[config.mk]
export PLATFORM = sky130hd
export DESIGN_NAME = uart_tx_controller
export DESIGN_NICKNAME = d
export VERILOG_FILES = /design/src/rtl/uart_tx_controller.sv
export SDC_FILE = /design/constraint.sdc
export NUM_CORES = 1
export LEC_CHECK = 0
export CORE_MARGIN = 2
export CORE_UTILIZATION = 42
export CTS_BUF_LIST = sky130_fd_sc_hd__clkbuf_8 sky130_fd_sc_hd__clkbuf_16
export DETAILED_ROUTE_END_ITERATION = 7
export PLACE_DENSITY = 0.71
export SYNTH_ARGS = -nofsm -noshare
export SYNTH_HDL_FRONTEND = slang
export SYNTH_SLANG_ARGS = --single-unit
export TNS_END_PERCENT = 50
[constraint.sdc]
create_clock -name CLK -period 4.35 [get_ports CLK]
set_input_delay 1.0875 -clock CLK [delete_from_list [all_inputs] [get_ports CLK]]
set_output_delay 1.0875 -clock CLK [all_outputs]
set_load 0.1 [all_outputs]
[src/rtl/uart_tx_controller.sv]
// -----------------------------------------------------------------------------
// uart_tx_controller
//
// Sequencing controller for the UART transmit path.  Accepts a parallel word
// from the TX data source, captures it together with the parity configuration,
// and steps the bit serializer through START, DATA, optional PARITY and STOP.
// Chooses the bit on the TX line, supplies the parity bit and reports BUSY.
//
// Optional feature macro: UART_TX_BACK_TO_BACK_EN
//   defined   : DATA_VALID seen in STOP is accepted and the next frame starts
//               immediately (gapless frames, BUSY stays high).
//   undefined : STOP always returns to IDLE; DATA_VALID in STOP is ignored.
//
// Ports
//   CLK        in   TX bit clock, one bit period per cycle
//   RST        in   asynchronous reset, active-low
//   P_DATA     in   word to transmit, sampled on acceptance
//   DATA_VALID in   request to send P_DATA
//   PAR_EN     in   parity bit enable, sampled on acceptance
//   PAR_TYP    in   parity type (0 even, 1 odd), sampled on acceptance
//   ser_done   in   serializer is presenting its last data bit
//   ser_data   in   current serializer bit
//   ser_en     out  serializer shift enable (DATA state only)
//   ser_load   out  one-cycle pulse, serializer captures ser_pdata
//   ser_pdata  out  held copy of the accepted word
//   TX_OUT     out  serial line
//   BUSY       out  frame in progress
//   FRAME_ERR  out  sticky, serializer never signalled the end of the data phase
// -----------------------------------------------------------------------------
module uart_tx_controller #(
   parameter int WIDTH_DATA = 8
) (
   input  logic                  CLK,
   input  logic                  RST,
   input  logic [WIDTH_DATA-1:0] P_DATA,
   input  logic                  DATA_VALID,
   input  logic                  PAR_EN,
   input  logic                  PAR_TYP,
   input  logic                  ser_done,
   input  logic                  ser_data,
   output logic                  ser_en,
   output logic                  ser_load,
   output logic [WIDTH_DATA-1:0] ser_pdata,
   output logic                  TX_OUT,
   output logic                  BUSY,
   output logic                  FRAME_ERR
);

   localparam int CNT_W = $clog2(WIDTH_DATA + 1);

   typedef enum logic [2:0] {
      IDLE   = 3'd0,
      START  = 3'd1,
      DATA   = 3'd2,
      PARITY = 3'd3,
      STOP   = 3'd4
   } state_t;

   state_t                state_q,   state_d;
   logic [CNT_W-1:0]      cnt_q,     cnt_d;
   logic [WIDTH_DATA-1:0] pdata_q,   pdata_d;
   logic                  par_en_q,  par_en_d;
   logic                  par_typ_q, par_typ_d;
   logic                  xor_q,     xor_d;
   logic                  load_q,    load_d;
   logic                  ferr_q,    ferr_d;
   logic                  accept;

   always_ff @(posedge CLK or negedge RST) begin
      if (!RST) begin
         state_q   <= IDLE;
         cnt_q     <= '0;
         pdata_q   <= '0;
         par_en_q  <= 1'b0;
         par_typ_q <= 1'b0;
         xor_q     <= 1'b0;
         load_q    <= 1'b0;
         ferr_q    <= 1'b0;
      end else begin
         state_q   <= state_d;
         cnt_q     <= cnt_d;
         pdata_q   <= pdata_d;
         par_en_q  <= par_en_d;
         par_typ_q <= par_typ_d;
         xor_q     <= xor_d;
         load_q    <= load_d;
         ferr_q    <= ferr_d;
      end
   end

   always_comb begin
      state_d   = state_q;
      cnt_d     = cnt_q;
      pdata_d   = pdata_q;
      par_en_d  = par_en_q;
      par_typ_d = par_typ_q;
      xor_d     = xor_q;
      load_d    = 1'b0;
      ferr_d    = ferr_q;
      accept    = 1'b0;

      ser_en    = 1'b0;
      TX_OUT    = 1'b1;

      case (state_q)
         IDLE: begin
            accept = DATA_VALID;
         end
         START: begin
            TX_OUT  = 1'b0;
            cnt_d   = '0;
            state_d = DATA;
         end
         DATA: begin
            ser_en = 1'b1;
            TX_OUT = ser_data;
            cnt_d  = cnt_q + 1'b1;
            if (ser_done) begin
               state_d = par_en_q ? PARITY : STOP;
            end else if (cnt_q == CNT_W'(WIDTH_DATA - 1)) begin
               // Last permitted data cycle without ser_done: abandon parity.
               ferr_d  = 1'b1;
               state_d = STOP;
            end
         end
         PARITY: begin
            // Stored XOR of the word, inverted for odd parity.
            TX_OUT  = xor_q ^ par_typ_q;
            state_d = STOP;
         end
         STOP: begin
            TX_OUT  = 1'b1;
            state_d = IDLE;
`ifdef UART_TX_BACK_TO_BACK_EN
            accept  = DATA_VALID;
`else
            accept  = 1'b0;
`endif
         end
         default: begin
            state_d = IDLE;
         end
      endcase

      // Acceptance overrides the per-state next state (IDLE or STOP).
      if (accept) begin
         state_d   = START;
         pdata_d   = P_DATA;
         par_en_d  = PAR_EN;
         par_typ_d = PAR_TYP;
         xor_d     = ^P_DATA;
         load_d    = 1'b1;
         ferr_d    = 1'b0;
      end
   end

   // ser_load is registered so it coincides with the freshly captured
   // ser_pdata in the START cycle, before the first DATA shift.
   assign ser_load  = load_q;
   assign ser_pdata = pdata_q;
   assign BUSY      = (state_q != IDLE);
   assign FRAME_ERR = ferr_q;

endmodule
-- After elaboration in Yosys (flattened, before gate mapping)
Index checks and enable logic that the tools add are counted.
Widths: inputs -> output; s select.
- bits in registers: 20
- input bits: 15
- muxes and demuxes: 14
- bitwise operators: 1
- reduce and logical (&&, ||, !) cells: 8
- add/sub/neg operators: 1
- eq/ne operators: 7
- operators by type and width (kind ; number):
    $mux 3 ; 4
    $pmux 3 s4 ; 1
    $pmux 4 s2 ; 1
    $reduce_xor 8->1 ; 1
    $mux 1 ; 7
    $eq 3x2->1 const B ; 2
    $reduce_bool 2->1 ; 3
    $add 4x1->4 const B ; 1
    $eq 4x3->1 const B ; 1
    $ne 4x4->1 const B ; 1
    $eq 3x1->1 const B ; 1
    $logic_not 3->1 ; 1
    $pmux 1 s3 ; 1
    $reduce_and 3->1 ; 1
    $reduce_bool 3->1 ; 1
    $ne 2x1->1 const B ; 1
    $ne 2x2->1 const B ; 1
    $reduce_and 2->1 ; 1
    $xor 1x1->1 ; 1

-- Depth between registers and ports, before layout
- word-level depth: 5
- gate-level depth with buffers: 5

-- Worst setup path before layout
OpenSTA, ideal clock, no wires.
- kind: register to output
- start: register state_q[2]
- end: output ser_en
- slack: 0.580 ns
- data arrival time: 2.683 ns
- data required time: 3.263 ns
- stages on the path, launching flop included: 3
- path through: dfrtp_1 buf_2 nor3_1
- word-level cells in the longest chain between the ends: 2
- RTL lines (what ; line ; text):
    from (decl) ; 59 ; state_t state_q, state_d;
    from (signal assigned) ; 80 ; state_q <= state_d;
    $eq 3x2->1 ; 105 ; case (state_q)
    $mux 1 ; 105 ;
    to (decl) ; 41 ; output logic ser_en,
No other way between the ends.

-- Final worst setup path
- start: register state_q[0]
- end: output ser_en
The elaborated chain is that of the path after synthesis.

==> impl_results.md <==
- Run status: complete, no violations
- Seq cells post-synth: 20
- Syn_area_per_cell: 11.8 um^2
- Worst rel slew slack: 34.3%
- Busiest layer in global routing: met2
- Full die area: 2800 um^2
- Max-cap violation count: 0
- Die Span Y: 52.9 um
- Sequential area share after synthesis: 49.8%
- Worst-skew pair later-pin latency: 0.25 ns
- # diodes: 0
- Via count: 708
- Util after Layout: 58.8%
- Unrepaired setup endpoints after global routing: false
- Synth Cell Area: 1000 um^2
- Cell family with most CP delay: buffers and inverters
- Area grow syn2layout: 30.8%
- Synth top area share: 49.8%
- Worst Path Arrival: 2.37 ns
- Maximum clock rate: 289 MHz
- Crit-path slowest cell: clkdlybuf4s50_1
- Routed wire length per instance: 13.4 um
- Crit path capture type: output port
- Hold Fails Final Rpt: 0
- Setup ws final: 0.893 ns
- Root buf cell: clkbuf_8
- Tcrit/Tclk final: 79.5%
- IO buf count: 27
- Critical-path maximum fanout: 17
- Worst hold-check path type: reg2reg
- FP Rows: 17
- Depth of the CTS H-tree: 1
- Slew of the pin with the lowest slew margin: 0.983 ns
- Largest net degree at the start of global routing: 21
- Met3 GRT Util: 3.11%
- Top area cells in the synthesized netlist: dfrtp_1 50%, mux2_4 9.0%, xnor2_1 7.0%
- Clk_skew: 0.00257 ns
- Pre-CTS setup slack: 1.07 ns
- Number of global-route vias before repair: 768
- GR Util All Layers: 16.0%
- M1 GR Usage: 20.8%
- Global-route wire length before repair: 3240 um
- GRT met2 Usage: 25.4%
- DR vias/cell: 5.13
- Commonest non-fill, non-tap cells in the layout: 26 x clkdlybuf4s50_1, 20 x dfrtp_1, 8 x xnor2_1, 8 x o21ai_0, 6 x mux2_4
- CTS clock-pin slew for the worst setup and hold paths: 0.07 ns
- Post-synthesis net count: 101
- Fin crit period: 3.46 ns
- Post-CTS sizing: 0
- Worst EP required: 3.26 ns
- Post-detailed-routing wire length: 1850 um
- Core area: 2230 um^2
- Hold_buf cts: 0
- Commonest non-fill, non-tap cell in the layout: clkdlybuf4s50_1
- Dominant cell type by area after synthesis: dfrtp_1
- Setup TNS: 0 ns
- Post-synthesis cell type count: 28
- TritonRoute pass-1 iters: 4
- Post-route ant nets: 0
- Final setup fails: 0
- CP startpoint kind: register
- GR Overflow Total: 0
- Starting Density: 45.0%
- Worst path max stage delay: 1.19 ns
- Cells after Synth: 85
- CTS tree: done
- Horiz. Die Dim: 52.9 um
- CTS Buffer Depth: 2
- Hpwl dp: 1400 um
- Io pins: 28
- Initial antenna violation count: 0
- DRC: 0
- Layout cell share with drive strength beyond 1: 16.4%
- Cts bufs inserted: 3
- YS warnings: 0
- Setup bufs post-CTS: 0
- Setup Crit Path Kind: reg2out
- Crit-path cells: nor3_1, clkdlybuf4s50_1
- CP Buf/Inv Count: 1
- Final Max Slew Viols: 0
- NumNets Final: 128
- Clk sinks: 20
- GPL Wtd Cong: 0.687
- Initial DRC count: 6
-- area by class of cell --
class | instances | area (um^2)
fill | 204 | 920
sequential | 20 | 500
timing repair buffer | 27 | 268
tap | 28 | 35.0
clock buffer | 3 | 41.3
inverter | 2 | 7.51
multi-input combinational | 58 | 462
-- path summary, 6_finish.rpt --
path	from	end	slack (ns)	cells after the start
worst max register to register	state_q[0]$_DFFE_PN0P_	ser_pdata[2]$_DFFE_PN0P_	2.56	2
min in group asynchronous	RST	cnt_q[1]$_DFFE_PN0P_	1.34	1
worst min register to register	ser_pdata[7]$_DFFE_PN0P_	ser_pdata[7]$_DFFE_PN0P_	0.51	1
worst min-delay path	ser_pdata[7]$_DFFE_PN0P_	ser_pdata[7]$_DFFE_PN0P_	0.51	1
max in group asynchronous	RST	ser_load$_DFF_PN0_	2.48	1
worst max-delay path	state_q[0]$_DFFE_PN0P_	ser_en	0.89	2
-- per-stage QoR --
stage / instances / instance area [um^2] / hold slack (ns)
4_1_cts: 138 / 1310 / 0.518
3_5_place_dp: 135 / 1270 / 0.500
3_3_place_gp: 135 / 1270 / 0.492
6_report: 138 / 1310 / 0.514
5_1_grt: 138 / 1310 / 0.546
2_1_floorplan: 85 / 1000 / 0.486
-- kinds of logic after synthesis --
kind of cell	Yosys count	synth area share, %
flops	20	49.8
compound gates	19	11.2
simple gates	19	12.1
mux	11	14.4
xor+xnor	8	6.97
buf+inv	7	4.23
fa+ha+maj	1	1.25
-- Yosys cell counts, drive strengths merged --
cell type,count
xnor2,8
nor4b,1
nor3,3
a21oi,5
and3,1
nand3,1
dfrtp,20
nor2b,1
nand2b,1
o31a,1
buf,5
nand2,4
a22oi,2
mux2,10
and4bb,1
a21o,2
inv,2
ha,1
nor2,4
or3,1
a21boi,1
mux2i,1
o21ai,8
nor4,1
-- sequential cells by signal, indices dropped and copies added (netlist names) --
| name | count |
|---|---|
| ser_load | 1 |
| ser_pdata | 8 |
| par_typ_q | 1 |
| state_q | 3 |
| cnt_q | 4 |
| xor_q | 1 |
| par_en_q | 1 |
| FRAME_ERR | 1 |
-- metal layers --
metal  wire length, um  vias up
met5                 0        -
met4                 0        0
met3                79        0
met2               938       19
met1               828      340
li1                  -      349
-- worst reg2reg max path, stage by stage (launching register included) --
cell,delay [ns]
dfrtp_1,0.58
nor3_4,0.70
mux2_2,0.41
Power is left out: the tool's default activity adds up to more than one toggle a clock period on the data nets, which glitch-free logic cannot reach.
